`config.mk`:
```
export PLATFORM = sky130hd
export DESIGN_NAME = adder_rr_scheduler
export DESIGN_NICKNAME = d
export VERILOG_FILES = /design/src/rtl/adder_rr_scheduler.sv
export SDC_FILE = /design/constraint.sdc
export NUM_CORES = 1
export LEC_CHECK = 0
export BUFFER_PORTS_ARGS = -buffer_cell sky130_fd_sc_hd__buf_4
export CORE_AREA = 2 2 94 51
export DETAILED_ROUTE_END_ITERATION = 8
export DIE_AREA = 0 0 96 53
export PLACE_DENSITY_LB_ADDON = 0.08
export REMOVE_ABC_BUFFERS = 1
export SLEW_MARGIN = 5
export SYNTH_ARGS = -nofsm -noshare
export SYNTH_HDL_FRONTEND = slang
export SYNTH_SLANG_ARGS = --single-unit
```
`constraint.sdc`:
```
create_clock -name clk -period 3.4 [get_ports clk]
set_input_delay 0.17 -clock clk [delete_from_list [all_inputs] [get_ports clk]]
set_output_delay 0.17 -clock clk [all_outputs]
set_load 0.01 [all_outputs]
```
`src/rtl/adder_rr_scheduler.sv`:
```
// adder_rr_scheduler
// Round-robin scheduler that time-shares one WIDTH-bit adder datapath
// among NUM_REQ requesters. One operation is in flight at a time:
// IDLE grants the first valid requester at or above the rotating pointer,
// EXEC holds the operands on x/y/cin for ADDER_LAT cycles, and RESP
// presents the captured sum/cout tagged with the requester index until
// the consumer accepts it.
//
// Ports:
//   clk, reset       clock (posedge) and synchronous active-low reset
//   req_valid/ready  per-requester handshake; req_ready is at most one-hot
//   req_x/y/cin      packed operands, requester i at [i*WIDTH +: WIDTH]
//   x, y, cin        registered operands driven to the shared adder
//   sum, cout        adder result, sampled ADDER_LAT edges after launch
//   rsp_valid/ready  response handshake
//   rsp_id/sum/cout  served requester index and captured result
//   busy             high whenever the scheduler is not idle
module adder_rr_scheduler #(
  parameter int NUM_REQ   = 4,
  parameter int WIDTH     = 8,
  parameter int ADDER_LAT = 1,
  localparam int IDW      = $clog2(NUM_REQ),
  localparam int CW       = (ADDER_LAT > 1) ? $clog2(ADDER_LAT) : 1
) (
  input  logic                     clk,
  input  logic                     reset,
  input  logic [NUM_REQ-1:0]       req_valid,
  output logic [NUM_REQ-1:0]       req_ready,
  input  logic [NUM_REQ*WIDTH-1:0] req_x,
  input  logic [NUM_REQ*WIDTH-1:0] req_y,
  input  logic [NUM_REQ-1:0]       req_cin,
  output logic [WIDTH-1:0]         x,
  output logic [WIDTH-1:0]         y,
  output logic                     cin,
  input  logic [WIDTH-1:0]         sum,
  input  logic                     cout,
  output logic                     rsp_valid,
  input  logic                     rsp_ready,
  output logic [IDW-1:0]           rsp_id,
  output logic [WIDTH-1:0]         rsp_sum,
  output logic                     rsp_cout,
  output logic                     busy
);

  typedef enum logic [1:0] {
    S_IDLE,
    S_EXEC,
    S_RESP
  } state_e;

  state_e           state_q, state_d;
  logic [IDW-1:0]   ptr_q, ptr_d;
  logic [IDW-1:0]   gid_q, gid_d;
  logic [CW-1:0]    cnt_q, cnt_d;
  logic [WIDTH-1:0] x_q, x_d;
  logic [WIDTH-1:0] y_q, y_d;
  logic             cin_q, cin_d;
  logic [WIDTH-1:0] sum_q, sum_d;
  logic             cout_q, cout_d;
  logic [IDW-1:0]   rsp_id_q, rsp_id_d;

  logic [WIDTH-1:0] opx [NUM_REQ];
  logic [WIDTH-1:0] opy [NUM_REQ];

  for (genvar i = 0; i < NUM_REQ; i++) begin : g_unpack
    assign opx[i] = req_x[i*WIDTH +: WIDTH];
    assign opy[i] = req_y[i*WIDTH +: WIDTH];
  end

  logic           grant_any;
  logic [IDW-1:0] grant_idx;

  // Rotating priority search: first valid requester at or above ptr_q,
  // wrapping modulo NUM_REQ (NUM_REQ need not be a power of two).
  always_comb begin
    grant_any = 1'b0;
    grant_idx = '0;
    for (int unsigned k = 0; k < NUM_REQ; k++) begin
      logic [IDW-1:0] cand;
      cand = IDW'((32'(ptr_q) + k) % NUM_REQ);
      if (!grant_any && req_valid[cand]) begin
        grant_any = 1'b1;
        grant_idx = cand;
      end
    end
  end

  always_comb begin
    state_d   = state_q;
    ptr_d     = ptr_q;
    gid_d     = gid_q;
    cnt_d     = cnt_q;
    x_d       = x_q;
    y_d       = y_q;
    cin_d     = cin_q;
    sum_d     = sum_q;
    cout_d    = cout_q;
    rsp_id_d  = rsp_id_q;
    req_ready = '0;
    case (state_q)
      S_IDLE: begin
        if (grant_any) begin
          req_ready[grant_idx] = 1'b1;
          x_d     = opx[grant_idx];
          y_d     = opy[grant_idx];
          cin_d   = req_cin[grant_idx];
          gid_d   = grant_idx;
          cnt_d   = CW'(ADDER_LAT - 1);
          state_d = S_EXEC;
        end
      end
      S_EXEC: begin
        if (cnt_q == '0) begin
          sum_d    = sum;
          cout_d   = cout;
          rsp_id_d = gid_q;
          state_d  = S_RESP;
        end else begin
          cnt_d = cnt_q - 1'b1;
        end
      end
      S_RESP: begin
        if (rsp_ready) begin
          // Pointer moves past the served requester only once its response
          // is consumed, so a stalled consumer cannot skew fairness.
          ptr_d   = (gid_q == IDW'(NUM_REQ - 1)) ? '0 : gid_q + 1'b1;
          state_d = S_IDLE;
        end
      end
      default: state_d = S_IDLE;
    endcase
  end

  always_ff @(posedge clk) begin
    if (!reset) begin
      state_q  <= S_IDLE;
      ptr_q    <= '0;
      gid_q    <= '0;
      cnt_q    <= '0;
      x_q      <= '0;
      y_q      <= '0;
      cin_q    <= 1'b0;
      sum_q    <= '0;
      cout_q   <= 1'b0;
      rsp_id_q <= '0;
    end else begin
      state_q  <= state_d;
      ptr_q    <= ptr_d;
      gid_q    <= gid_d;
      cnt_q    <= cnt_d;
      x_q      <= x_d;
      y_q      <= y_d;
      cin_q    <= cin_d;
      sum_q    <= sum_d;
      cout_q   <= cout_d;
      rsp_id_q <= rsp_id_d;
    end
  end

  assign x         = x_q;
  assign y         = y_q;
  assign cin       = cin_q;
  assign rsp_sum   = sum_q;
  assign rsp_cout  = cout_q;
  assign rsp_id    = rsp_id_q;
  assign rsp_valid = (state_q == S_RESP);
  assign busy      = (state_q != S_IDLE);

  a_ready_onehot0: assert property (@(posedge clk) $onehot0(req_ready));

  a_rsp_stable: assert property (@(posedge clk) disable iff (!reset)
    (rsp_valid && !rsp_ready) |=>
      (rsp_valid && $stable(rsp_id) && $stable(rsp_sum) && $stable(rsp_cout)));

  a_operands_held: assert property (@(posedge clk) disable iff (!reset)
    (state_q == S_EXEC) |=> ($stable(x) && $stable(y) && $stable(cin)));

endmodule

```
==> results of run 1 <==
[sequential cells by signal (all words and copies together), names as in the netlist]
name	flops
gid_q	2
rsp_id	2
x	8
rsp_cout	1
rsp_sum	8
cin	1
state_q	2
ptr_q	2
y	8
[final cells by class]
type / instances / area, um^2
clock buffers: 7 / 86.3
clock inverters: 1 / 5.00
fillers: 362 / 1340
inverters: 3 / 11.3
multi-input cells: 182 / 1160
flip-flops and latches: 34 / 681
well taps: 57 / 71.3
repair buffers: 117 / 878
[power by group]
| part | internal (mW) | total [mW] | leakage (nW) | switching, mW |
|---|---|---|---|---|
| Sequential | 0.439 | 0.462 | 0.279 | 0.0233 |
| Combinational | 0.179 | 0.343 | 1.06 | 0.164 |
| Clock | 0.164 | 0.312 | 0.0482 | 0.149 |
[per-layer routing]
layer | global-route usage | part of all wire | vias to the layer above
li1 | - | - | 1052
met1 | 0.306 | 0.48 | 968
met2 | 0.344 | 0.43 | 80
met3 | 0.0755 | 0.086 | 2
met4 | 0.0524 | 0.0032 | 0
met5 | 0 | 0 | -
[metrics by stage]
step                hold slack, ps  setup slack (ps)  instances
finish                         142              1110        401
global route                   145               915        401
CTS                            134              1130        401
detailed placement             432              1290        393
global placement               419              1380        393
floorplan                      306              1730        219
[tightest hold or removal path, stage by stage]
cell and delay (ps):
buf_4 110, nand2_1 50, a21oi_1 50
[path summary, 6_finish.rpt]
path / from / endpoint / slack (ps) / depth (start not counted)
setup reg to reg: ptr_q[0] / cin / 1360 / 5
hold reg to reg: rsp_sum[5] / rsp_sum[5] / 460 / 2
setup / recovery: ptr_q[0] / req_ready[1] / 1110 / 6
hold / removal: cout / rsp_cout / 140 / 3
[Yosys cell counts (5+ instances only)]
master,instances,area [um^2]
nor2_1,5,18.8
dfxtp_1,34,681
nand2b_1,6,37.5
o211ai_1,7,52.6
nand2_1,47,176
o211ai_2,10,125
a21oi_1,18,90.1
mux2i_1,17,170
a21o_1,16,120
clkbuf_1,5,18.8
o21ai_0,16,80.1
nand3_1,17,85.1
[cells by family after synthesis]
group,count (synthesis)
buf+inv,17
compound gates,72
fa+ha+maj,1
flops,34
simple gates,92
mux,17
==> summary.txt, run 1 <==
CTS
  – Hold-fix buffers, CTS: 0
  – CTS Buf Count: 5
  – Root buf cell: clkbuf_8
  – Worst-Skew Late Latency: 280 ps
  – Clk sink count: 34
  – Setup Fix Bufs, Post-CTS: 0
  – Clock buffer depth: 2
  – CTS clk-pin slew, worst paths: 70 ps
  – CTS resizes: 0
  – CTS H-tree lvls: 2
  – CTS tree: built

Setup path
  – Worst path arrival time: 2120 ps
  – CP delay by family, top: simple AND/OR/NAND/NOR gates
  – Critical path's largest stage delay: 580 ps
  – Crit-path cells: nand2b_1 > nand4b_1 > nand2_1 > nand2_1 > nor2_1 > buf_4
  – Worst setup SP type: flip-flop
  – Crit-path max FO: 18
  – Bufs and invs on worst path: 1
  – CP required: 3230 ps
  – Cell mode on critical path: nand2_1
  – CP endpoint kind: output pin
  – Crit-path slowest cell: nand4b_1
  – WS Path Type: reg2out

Floorplan
  – Starting Density: 0.459
  – Core Rows: 17
  – Core area: 0.00423 mm^2
  – DIE WIDTH: 96 um
  – # IOs: 118
  – Vert. Die Dim: 53 um
  – Die footprint: 0.00509 mm^2

Timing
  – Fin. Hold Viols: 0
  – Worst Max-Slew Pin Slew: 840 ps
  – Slew Viols, Final: 0
  – Setup TNS: 0 ps
  – Slew margin rel.: 0.439
  – Min cycle time layout: 2290 ps
  – Setup violators final: 0
  – Achievable frequency: 0.437 GHz
  – Layout Skew: 4.76 ps
  – Crit share post-route: 0.672
  – Unrepaired setup endpoints after global routing: false

Synthesis
  – Register area share after synthesis: 0.350
  – Synthesized area per cell: 8.34 um^2
  – Synthesized cell area: 0.00194 mm^2
  – Synth async-reset ratio: 0
  – Synth Area in XOR/XNOR: 0
  – Synth Area in Compound Gates: 0.271
  – Largest family of logic cells by synthesized area: compound AO/OA/AOI/OAI gates
  – Cell variety after synth: 35
  – Simple-gate portion of the synthesized area: 0.230
  – Post-synth EDFFs: 0
  – Main synth FF type: dfxtp_1
  – Syn Inst Count: 233
  – Post-synthesis mux area share: 0.0875
  – Synth Warn #: 0
  – Adder-Cell Fraction of Synth Area: 0.00644
  – Yosys reg bits: 34

Drt
  – Initial drt markers: 62
  – Vias: 2,102
  – Post-route ant nets: 0
  – DRC violation count after routing: 0
  – WL per Instance: 14.8 um
  – Drt pass-1 iters: 5
  – Vias/cell: 5.24
  – Drt total wl: 5940 um

Power and ir drop
  – Tot Pwr: 1.12 mW
  – Leakage: 1.39 nW
  – PwrDens: 387 mW/mm^2
  – Peak VDD IR: 246 uV

Place
  – Placement Cell Area: 0.00280 mm^2
  – GP Congestion: 0.837
  – Placed wire-length estimate: 4520 um
  – Port Buffers: 117

Final layout
  – Area Growth Syn to Fin: 48.6%
  – NumNets Final: 428
  – Most frequent cells in the layout: buf_4 (117), nand2_1 (47), dfxtp_1 (34)
  – Commonest non-fill, non-tap cell in the layout: buf_4
  – Ant diodes: 0
  – Share of layout cells above drive strength 1: 0.410
  – Post-route core utilization: 0.683
  – Final Cell Area: 0.00289 mm^2

Global route
  – Initial antenna violation count: 0
  – First-pass GRT wire length: 8560 um
  – Largest net degree at the start of global routing: 19
  – Overall routing resource usage: 0.225
  – Global route overflow: 0
  – Vias in the first global route: 1,809

Status
  – Run status: complete, no violations

Job
  – Max-Cap Viols: 0

Hold path
  – Worst hold path class: in2reg
Power figures use the tool's default switching activity.
==> inputs of run 2 (changes only) <==
--- a/config.mk
+++ b/config.mk
@@ -6,9 +6,9 @@
 export NUM_CORES = 1
 export LEC_CHECK = 0
 export BUFFER_PORTS_ARGS = -buffer_cell sky130_fd_sc_hd__buf_4
-export CORE_AREA = 2 2 94 51
+export CORE_AREA = 2 2 99 53
 export DETAILED_ROUTE_END_ITERATION = 8
-export DIE_AREA = 0 0 96 53
+export DIE_AREA = 0 0 101 55
 export PLACE_DENSITY_LB_ADDON = 0.08
 export REMOVE_ABC_BUFFERS = 1
 export SLEW_MARGIN = 5
==> constraint.sdc (replaced) <==
create_clock -name clk -period 2.3 [get_ports clk]
set_input_delay 0.115 -clock clk [delete_from_list [all_inputs] [get_ports clk]]
set_output_delay 0.115 -clock clk [all_outputs]
set_load 0.01 [all_outputs]
==> summary.txt, run 2 (synthesized netlist as in run 1, its figures left out) <==
Global route
  – Overall routing resource usage: 0.222
  – Initial antenna violation count: 0
  – Largest net degree at the start of global routing: 18
  – First-pass GRT wire length: 9380 um
  – Vias in the first global route: 1,963
  – Global route overflow: 0

Timing
  – Unrepaired setup endpoints after global routing: false
  – Setup TNS: 0 ps
  – Slew Viols, Final: 0
  – Fin. Hold Viols: 0
  – Setup violators final: 0
  – Crit share post-route: 0.865
  – Achievable frequency: 0.503 GHz
  – Layout Skew: 6.74 ps
  – Setup WS post-layout: 311 ps
  – Worst Max-Slew Pin Slew: 795 ps
  – Min cycle time layout: 1990 ps
  – Slew margin rel.: 0.469

Setup path
  – Worst path arrival time: 1870 ps
  – Worst setup SP type: flip-flop
  – WS Path Type: reg2out
  – CP endpoint kind: output pin
  – Crit-path max FO: 10
  – Critical path's largest stage delay: 390 ps
  – Crit-path slowest cell: nand4b_1
  – Crit-path cells: nand2b_1 > nand4b_1 > nand2_1 > nand2_1 > nor2_1 > buf_4
  – Cell mode on critical path: nand2_1
  – CP required: 2180 ps

Final layout
  – Most frequent cells in the layout: buf_4 (122), nand2_1 (47), dfxtp_1 (34)
  – Fillers: 426
  – Share of layout cells above drive strength 1: 0.421
  – Ant diodes: 0
  – NumNets Final: 433
  – Area Growth Syn to Fin: 51.7%
  – Commonest non-fill, non-tap cell in the layout: buf_4

Drt
  – Vias/cell: 5.23
  – DRC violation count after routing: 0
  – Drt total wl: 6080 um
  – WL per Instance: 14.9 um
  – Vias: 2,141
  – Initial drt markers: 46
  – Post-route ant nets: 0
  – Drt pass-1 iters: 4

Status
  – Run status: complete, no violations

Power and ir drop
  – PwrDens: 583 mW/mm^2
  – Leakage: 1.42 nW
  – Peak VDD IR: 268 uV
  – Tot Pwr: 1.72 mW

CTS
  – Setup Fix Bufs, Post-CTS: 0
  – Clock buffer depth: 2
  – CTS Buf Count: 5
  – Worst-Skew Late Latency: 280 ps
  – CTS H-tree lvls: 2
  – Root buf cell: clkbuf_8
  – CTS tree: built
  – Clk sink count: 34
  – CTS clk-pin slew, worst paths: 70 ps
  – Hold-fix buffers, CTS: 0
  – CTS resizes: 0

Floorplan
  – Core Rows: 18
  – Vert. Die Dim: 55 um
  – # IOs: 118
  – Starting Density: 0.411
  – DIE WIDTH: 101 um
  – Die footprint: 0.00556 mm^2
  – Core area: 0.00473 mm^2

Place
  – Pre-CTS WS: 346 ps
  – GP Congestion: 0.816
  – Port Buffers: 117
  – Placed wire-length estimate: 4720 um

Job
  – Max-Cap Viols: 0

Hold path
  – Worst hold path class: in2reg
[run 2: cell count changes in the layout (fill, tap and decap cells not counted)]
cell / before / now
buf_4: 117 / 122
clkbuf_8: 6 / 8
clkbuf_1: 1 / 0
clkinv_2: 1 / 0
[run 2: where the power goes]
group | internal (mW) | leakage [nW] | switching (mW) | total [mW]
clock | 0.303 | 0.0575 | 0.221 | 0.524
combinational | 0.271 | 1.09 | 0.243 | 0.514
sequential | 0.648 | 0.279 | 0.0348 | 0.683
[run 2: per-stage QoR]
| stage | cell area [um^2] | std cells | hold slack [ps] | util |
|---|---|---|---|---|
| final | 2950 | 409 | 75.8 | 0.624 |
| after detailed placement | 2840 | 401 | 374 | 0.600 |
| after global placement | 2840 | 401 | 362 | 0.600 |
| after global routing | 2950 | 409 | 74.7 | 0.624 |
| after floorplan | 1850 | 219 | 251 | - |
| after CTS | 2950 | 409 | 72.0 | 0.624 |
[run 2: path summary, 6_finish.rpt]
check	startpoint	endpoint	slack (ps)	depth (start not counted)
max reg2reg	ptr_q[0]	y[2]	440	5
max	ptr_q[0]	req_ready[1]	310	6
min	sum[1]	rsp_sum[1]	80	3
min reg2reg	rsp_sum[3]	rsp_sum[3]	460	2
[run 2: cell type report]
| class | instances | area [um^2] | area share |
|---|---|---|---|
| Timing Repair Buffer | 122 | 916 | 0.311 |
| Multi-Input combinational cell | 182 | 1160 | 0.392 |
| Clock buffer | 8 | 110 | 0.0373 |
| Inverter | 3 | 11.3 | 0.00382 |
| Tap cell | 60 | 75.1 | 0.0255 |
| Sequential cell | 34 | 681 | 0.231 |
[run 2: routing by layer]
metal	part of all wire	GRT usage	vias to the layer above
met1	0.49	0.314	1002
met2	0.43	0.337	69
met3	0.074	0.0641	7
met5	0	0	-
met4	0.0061	0.0541	0
li1	-	-	1063
[run 2: critical path: cells and delay by family, from the launching register on]
kind / cells / cell delay, ps
buffers and inverters: 1 / 130
and+or+nand+nor: 5 / 1080
DFF: 1 / 380
